===== src/rtl/instr_issue_unit_pkg.sv =====
// rtl/instr_issue_unit_pkg.sv - shared opcodes, field positions and FSM states for instruction issue
package instr_issue_unit_pkg;

    localparam logic [4:0] OP_NOP  = 5'd0;
    localparam logic [4:0] OP_ADD  = 5'd1;
    localparam logic [4:0] OP_SUB  = 5'd2;
    localparam logic [4:0] OP_AND  = 5'd3;
    localparam logic [4:0] OP_OR   = 5'd4;
    localparam logic [4:0] OP_HALT = 5'd31;

    localparam int OPC_MSB = 15;
    localparam int OPC_LSB = 11;
    localparam int RD_MSB  = 10;
    localparam int RD_LSB  = 8;
    localparam int RS1_MSB = 7;
    localparam int RS1_LSB = 5;
    localparam int RS2_MSB = 4;
    localparam int RS2_LSB = 2;

    typedef enum logic [2:0] {
        ST_IDLE  = 3'd0,
        ST_FETCH = 3'd1,
        ST_WAIT  = 3'd2,
        ST_ISSUE = 3'd3,
        ST_HALT  = 3'd4
    } issue_state_t;

    // Anything above OR (other than HALT, which is handled separately) is screened out.
    function automatic logic op_is_legal(input logic [4:0] op);
        return (op <= OP_OR);
    endfunction

endpackage


===== src/rtl/instr_issue_unit.sv =====
// rtl/instr_issue_unit.sv - fetches, screens and issues 16-bit instructions with valid/ready
module instr_issue_unit
    import instr_issue_unit_pkg::*;
#(
    parameter int ADDR_W     = 8,
    parameter int INSTR_W    = 16,
    parameter int REG_ADDR_W = 3
) (
    input  logic                  in_clk,
    input  logic                  in_rst,
    input  logic                  in_start,
    output logic [ADDR_W-1:0]     out_imem_addr,
    output logic                  out_imem_rd_en,
    input  logic [INSTR_W-1:0]    in_imem_data,
    output logic                  out_valid,
    input  logic                  in_ready,
    output logic [4:0]            out_op_code,
    output logic [REG_ADDR_W-1:0] out_rd_addr,
    output logic [REG_ADDR_W-1:0] out_rs1_addr,
    output logic [REG_ADDR_W-1:0] out_rs2_addr,
    output logic [ADDR_W-1:0]     out_pc,
    output logic                  out_halted,
    output logic                  out_illegal
);

    issue_state_t          r_state;
    issue_state_t          w_next_state;
    logic [ADDR_W-1:0]     r_pc;
    logic [4:0]            r_op_code;
    logic [REG_ADDR_W-1:0] r_rd;
    logic [REG_ADDR_W-1:0] r_rs1;
    logic [REG_ADDR_W-1:0] r_rs2;
    logic                  r_illegal;

    logic [4:0]            w_opc;
    logic [REG_ADDR_W-1:0] w_rd;
    logic [REG_ADDR_W-1:0] w_rs1;
    logic [REG_ADDR_W-1:0] w_rs2;
    logic                  w_is_halt;
    logic                  w_is_legal;
    logic [1:0]            w_unused_bits;

    assign w_opc         = in_imem_data[OPC_MSB:OPC_LSB];
    assign w_rd          = REG_ADDR_W'(in_imem_data[RD_MSB:RD_LSB]);
    assign w_rs1         = REG_ADDR_W'(in_imem_data[RS1_MSB:RS1_LSB]);
    assign w_rs2         = REG_ADDR_W'(in_imem_data[RS2_MSB:RS2_LSB]);
    assign w_unused_bits = in_imem_data[1:0];
    assign w_is_halt     = (w_opc == OP_HALT);
    assign w_is_legal    = op_is_legal(w_opc);

    // State register; reset returns to IDLE from anywhere.
    always_ff @(posedge in_clk or posedge in_rst) begin
        if (in_rst) begin
            r_state <= ST_IDLE;
        end else begin
            r_state <= w_next_state;
        end
    end

    // Next-state: one fetch cycle, one memory wait cycle, then hold in ISSUE until accepted.
    always_comb begin
        w_next_state = r_state;
        case (r_state)
            ST_IDLE:  if (in_start) w_next_state = ST_FETCH;
            ST_FETCH: w_next_state = ST_WAIT;
            ST_WAIT:  w_next_state = w_is_halt ? ST_HALT : ST_ISSUE;
            ST_ISSUE: if (in_ready) w_next_state = ST_FETCH;
            ST_HALT:  w_next_state = ST_HALT;
            default:  w_next_state = ST_IDLE;
        endcase
    end

    // Issue register capture at the end of WAIT; illegal opcodes become a zeroed NOP.
    always_ff @(posedge in_clk or posedge in_rst) begin
        if (in_rst) begin
            r_op_code <= OP_NOP;
            r_rd      <= '0;
            r_rs1     <= '0;
            r_rs2     <= '0;
            r_illegal <= 1'b0;
        end else if (r_state == ST_WAIT && !w_is_halt) begin
            if (w_is_legal) begin
                r_op_code <= w_opc;
                r_rd      <= w_rd;
                r_rs1     <= w_rs1;
                r_rs2     <= w_rs2;
            end else begin
                r_op_code <= OP_NOP;
                r_rd      <= '0;
                r_rs1     <= '0;
                r_rs2     <= '0;
                r_illegal <= 1'b1;
            end
        end
    end

    // Program counter advances only on an accepted issue; a halt leaves it on the halt address.
    always_ff @(posedge in_clk or posedge in_rst) begin
        if (in_rst) begin
            r_pc <= '0;
        end else if (r_state == ST_ISSUE && in_ready) begin
            r_pc <= r_pc + 1'b1;
        end
    end

    assign out_imem_addr  = r_pc;
    assign out_imem_rd_en = (r_state == ST_FETCH);
    assign out_valid      = (r_state == ST_ISSUE);
    assign out_halted     = (r_state == ST_HALT);
    assign out_op_code    = r_op_code;
    assign out_rd_addr    = r_rd;
    assign out_rs1_addr   = r_rs1;
    assign out_rs2_addr   = r_rs2;
    assign out_pc         = r_pc;
    assign out_illegal    = r_illegal;

endmodule

===== config.mk =====
export PLATFORM = sky130hd
export DESIGN_NAME = instr_issue_unit
export DESIGN_NICKNAME = d
export VERILOG_FILES = /design/src/rtl/instr_issue_unit_pkg.sv /design/src/rtl/instr_issue_unit.sv
export SDC_FILE = /design/constraint.sdc
export NUM_CORES = 1
export LEC_CHECK = 0
export BUFFER_PORTS_ARGS = -buffer_cell sky130_fd_sc_hd__buf_4
export CAP_MARGIN = 20
export CORE_ASPECT_RATIO = 2
export CORE_MARGIN = 3
export CORE_UTILIZATION = 42
export DETAILED_ROUTE_END_ITERATION = 12
export PLACE_DENSITY = 0.83
export SLEW_MARGIN = 5
export SYNTH_ARGS = -nofsm -noshare
export SYNTH_HDL_FRONTEND = slang
export SYNTH_SLANG_ARGS = --single-unit

===== constraint.sdc =====
create_clock -name in_clk -period 1.7 [get_ports in_clk]
set_clock_uncertainty 0.15 [all_clocks]
set_input_delay 0.34 -clock in_clk [delete_from_list [all_inputs] [get_ports in_clk]]
set_output_delay 0.34 -clock in_clk [all_outputs]
set_load 0.1 [all_outputs]

# Yosys cells after proc, flatten, opt, wreduce, memory -nomap -nowiden

Cells that the tools add are included.

Output and inout port bits: 34
Input bits: 20
Word-level logic and storage cells: 31
Register bits: 26

Equal/unequal tests: 7
Order comparisons: 1
Bitwise operators: 1
Mux-type cells: 8
Add/subtract/negate cells: 1
Reductions and logical operators: 6

Operator list:

| kind                                                                     | number |
|---|---|
| 3-bit two-way mux                                                        | 6 |
| 3-bit one-hot mux with 5 select lines                                    | 1 |
| 8-bit by 1-bit adder with 8-bit output (second input constant)           | 1 |
| 3-bit by 2-bit equality test with 1-bit output (second input constant)   | 2 |
| 5-bit equality test (second input constant)                              | 1 |
| 5-bit by 3-bit <= comparator with 1-bit output (second input constant)   | 1 |
| 5-bit two-way mux                                                        | 1 |
| 2-bit AND reduction                                                      | 2 |
| 3-bit by 1-bit equality test with 1-bit output (second input constant)   | 1 |
| 3-bit equality test (second input constant)                              | 1 |
| 3-bit zero test                                                          | 1 |
| 1-bit logical AND                                                        | 2 |
| 2-bit by 1-bit inequality test with 1-bit output (second input constant) | 1 |
| 2-bit inequality test (second input constant)                            | 1 |
| 1-bit zero test                                                          | 1 |
| 1-bit NOT                                                                | 1 |

# Depth between registers and ports, before layout

Depth after elaboration: 4
Gate-level depth with buffers: 6
Depth with buffers taken out: 4

# Least setup slack after synthesis

Ideal clock, no wire load.

Path kind: register -> register
Start: register r_state[1]
End: register r_state[2]
Setup time: 0.076 ns
Arrival: 3.063 ns
Data required time: 1.474 ns
Buffers on the path: 1
Stages on the path, launching flop included: 4
Clock period less this slack: 3.289 ns
Path slack: -1.589 ns
Cell sequence: dfrtp_1 -> buf_4 -> nor3b_1 -> or2_2

Elaborated cells between the ends (all ways): 9
Classes of those cells: eq/ne (6); mux (1); reduce/logical (2)

RTL lines:

| element                               | line                   | source |
|---|---|---|
| from (decl)                           | instr_issue_unit.sv:26 | `issue_state_t r_state;` |
| from (signal assigned)                | instr_issue_unit.sv:56 | `r_state <= w_next_state;` |
| 3-bit equality test                   | -                      |  |
| named net out_halted                  | instr_issue_unit.sv:22 | `output logic out_halted,` |
| 3-bit one-hot mux with 5 select lines | instr_issue_unit.sv:63 | `case (r_state)` |

The timed path passes the listed nets, and every way through them passes these cells.
A chain may end at the register's enable or synchronous reset.

# Final worst setup path

Start: register r_state[2]
End: register r_rs2[2], in the netlist out_rs2_addr[2]

Word-level cells in the longest chain between the ends: 2

Ends and longest elaborated chain:

| element                                        | line                   | source |
|---|---|---|
| 3-bit by 2-bit equality test with 1-bit output | instr_issue_unit.sv:81 | `end else if (r_state == ST_WAIT && !w_is_halt) begin` |
| 1-bit logical AND                              | instr_issue_unit.sv:81 |  |
| to (signal assigned)                           | instr_issue_unit.sv:86 | `r_rs2 <= w_rs2;` |
| to (decl)                                      | instr_issue_unit.sv:32 | `logic [REG_ADDR_W-1:0] r_rs2;` |

No other way between the ends.

==> flow_summary.json <==
{
  "hpwl_mm": 2.37,
  "dieArea_mm2": 0.00383,
  "cts.path.max_buffers": 2,
  "hp-class": "in2reg",
  "ioPinCount": 54,
  "fillCellCount": 207,
  "startpoint_type": "flop",
  "timing.rr.start": "r_state[2]$_DFFE_PP0P_",
  "drive_above_1_share_pct": 59.1,
  "yosysWarnings": 0,
  "synth_edf_count": 0,
  "clock.fmax_mhz": 557,
  "hold_viol": 0,
  "clock_sinks": 26,
  "initial_core_util_pct": 45.6,
  "path_cells": "or3b_4, o21ba_4, buf_6, mux2_4",
  "synth-seq-cells": 26,
  "setup_violations": 15,
  "grtUsageTotal_pct": 18.7,
  "async_flop_share_pct": 100,
  "netlist_area_mm2": 0.00129,
  "final_common_cell": "buf_4",
  "r2r_slack_ps": -90,
  "cp.required_ps": 1720,
  "drt_iter0_markers": 12,
  "synthDistinctLibCells": 29,
  "crit_slowest_cell": "dfrtp_2",
  "gp_congestion": 0.763,
  "worstMarginPinSlew_ps": 333,
  "via_count": 1068,
  "die_h_um": 84.5,
  "worstSetupStartpoint": "r_state[2]$_DFFE_PP0P_",
  "clk_pin_slew_ps": 90,
  "setup_tns_ps": -1150,
  "nets": 193,
  "min_from": "in_ready",
  "syn-num-nets": 133,
  "port-buffer-count": 51,
  "grt-ovfl-total": 0,
  "worstPathArrival_ps": 1810,
  "synthFlopType": "dfrtp_1",
  "cp-end-kind": "flop",
  "critPathKind": "reg2reg",
  "maxCapViolCount": 0,
  "worstPathMaxFanout": 5,
  "routed_wirelength_mm": 3.35,
  "worstRegToRegCells": 4,
  "slowest_delay_ps": 430,
  "reg2reg_to": "out_rs2_addr[2]$_DFFE_PP0P_",
  "finalCriticalPeriod_ps": 1790,
  "grt_pass1_wl_mm": 5.38,
  "wl_per_cell_um": 16.7,
  "grt_antenna_before_repair": 0,
  "synth.avg_cell_area_um2": 11.6,
  "syn_to_final_growth_pct": 50.5,
  "h-tree-depth": 1,
  "final_cell_mix": "buf_4 (57), dfrtp_1 (16), and3_1 (12), mux2_4 (12), nand2_1 (11)",
  "slew_viol_final": 0,
  "first_pass_iters": 4,
  "placed_area_mm2": 0.00174,
  "place_ws_ps": -68.6,
  "slew_headroom_pct": 77.8,
  "grt_setup_unrepaired": "yes",
  "final.setup.worst_slack_ps": -94.5,
  "clock-root-buffer": "clkbuf_8",
  "clk_latency_ps": 270,
  "grt_pass1_vias": 1091,
  "via_per_inst": 5.34,
  "drc": 0,
  "status": "complete, but fails checks",
  "postRouteAntennaNets": 0,
  "die_x_um": 45.3,
  "cts_tree": "yes",
  "syn_inst": 112,
  "core_mm2": 0.00284,
  "cts_buffers": 3,
  "failed_checks": "negative setup slack",
  "row_count": 27,
  "grt_max_degree": 27,
  "diodes": 0,
  "final_area_mm2": 0.00195,
  "finalCritPeriodShare_pct": 106,
  "cp-endpoint": "out_rs2_addr[2]$_DFFE_PP0P_",
  "seq_area_frac_synth_pct": 50.2
}
-- registers in the layout (all words and copies together) (netlist names) --
register       count
out_imem_addr      8
out_op_code        5
out_rd_addr        3
out_rs1_addr       3
out_rs2_addr       3
r_state            3
out_illegal        1
-- routing by layer --
layer,global-route usage [%],part of all wire (%)
met1,21.9,36
met4,6.40,1.7
met3,1.72,4.0
met5,0,0
met2,33.3,58
-- cells by family (layout without fill, tap and decap cells) --
logic type / after synthesis / count (layout) / share of synthesized area, %
simple gates: 44 / 44 / 18.8
buf+inv: 15 / 74 / 8.79
xor+xnor: 7 / 7 / 4.73
compound gates: 7 / 7 / 3.96
flops: 26 / 26 / 50.2
fa+ha+maj: 1 / 1 / 0.966
mux: 12 / 12 / 12.5
-- stage by stage --
step	util [%]	std cells	hold slack (ps)
5_1_grt	68.7	200	216
4_1_cts	67.9	198	202
6_report	68.7	200	202
2_1_floorplan	-	112	229
3_3_place_gp	61.3	190	262
3_5_place_dp	61.3	190	276
-- cells in the mapped netlist (all sizes together) (2+ instances only) --
cell | n | area share [%]
clkbuf | 2 | 0.58
nand2 | 11 | 3.2
nor3b | 2 | 1.2
nor2 | 3 | 0.87
a21oi | 2 | 0.77
nor2b | 3 | 1.4
nand3 | 2 | 0.77
and3 | 12 | 5.8
mux2 | 12 | 12
o21ai | 2 | 0.77
xnor2 | 4 | 2.7
xor2 | 3 | 2.0
inv | 2 | 0.58
dfrtp | 26 | 50
nor3 | 4 | 1.5
nand4 | 2 | 0.97
buf | 11 | 7.6
-- area by class of cell --
cell class / instances / area (µm²) / area share (%)
inverter: 2 / 10.0 / 0.513
multi-input combinational: 71 / 592 / 30.4
sequential: 26 / 663 / 34.0
tap: 29 / 36.3 / 1.86
clock buffer: 3 / 41.3 / 2.12
timing repair buffer: 68 / 577 / 29.6
clock inverter: 1 / 30.0 / 1.54
-- repair_timing --
| item | CTS | global route |
|---|---|---|
| gates cloned | 0 | 0 |
| resized for setup | 22 | 1 |
| pin swaps | 3 | 2 |
| setup endpoints to repair | 15 | 16 |
| endpoints found under the hold margin | 26 | 0 |
| setup buffers | 3 | 2 |
| hold buffers | 1 | 0 |
-- critical path, delay by kind of cell (launching register included) --
kind,cells,cell delay (ps)
flip-flops,1,430
AND/OR/NAND/NOR,1,400
multiplexers,1,300
AO/OA/AOI/OAI,1,280
buffers and inverters,1,140
-- worst min path at each step --
stage                                 end  depth (start not counted)
3_3_place_gp   out_op_code[4]$_DFFE_PP0P_                          3
5_1_grt            r_state[1]$_DFFE_PP0P_                          4
4_1_cts            r_state[1]$_DFFE_PP0P_                          4
3_5_place_dp   out_op_code[4]$_DFFE_PP0P_                          3
2_1_floorplan     out_illegal$_DFFE_PP0P_                          1
6_report           r_state[1]$_DFFE_PP0P_                          4
Power is left out: the tool's default activity adds up to more than one toggle a clock period on the data nets, which glitch-free logic cannot reach.
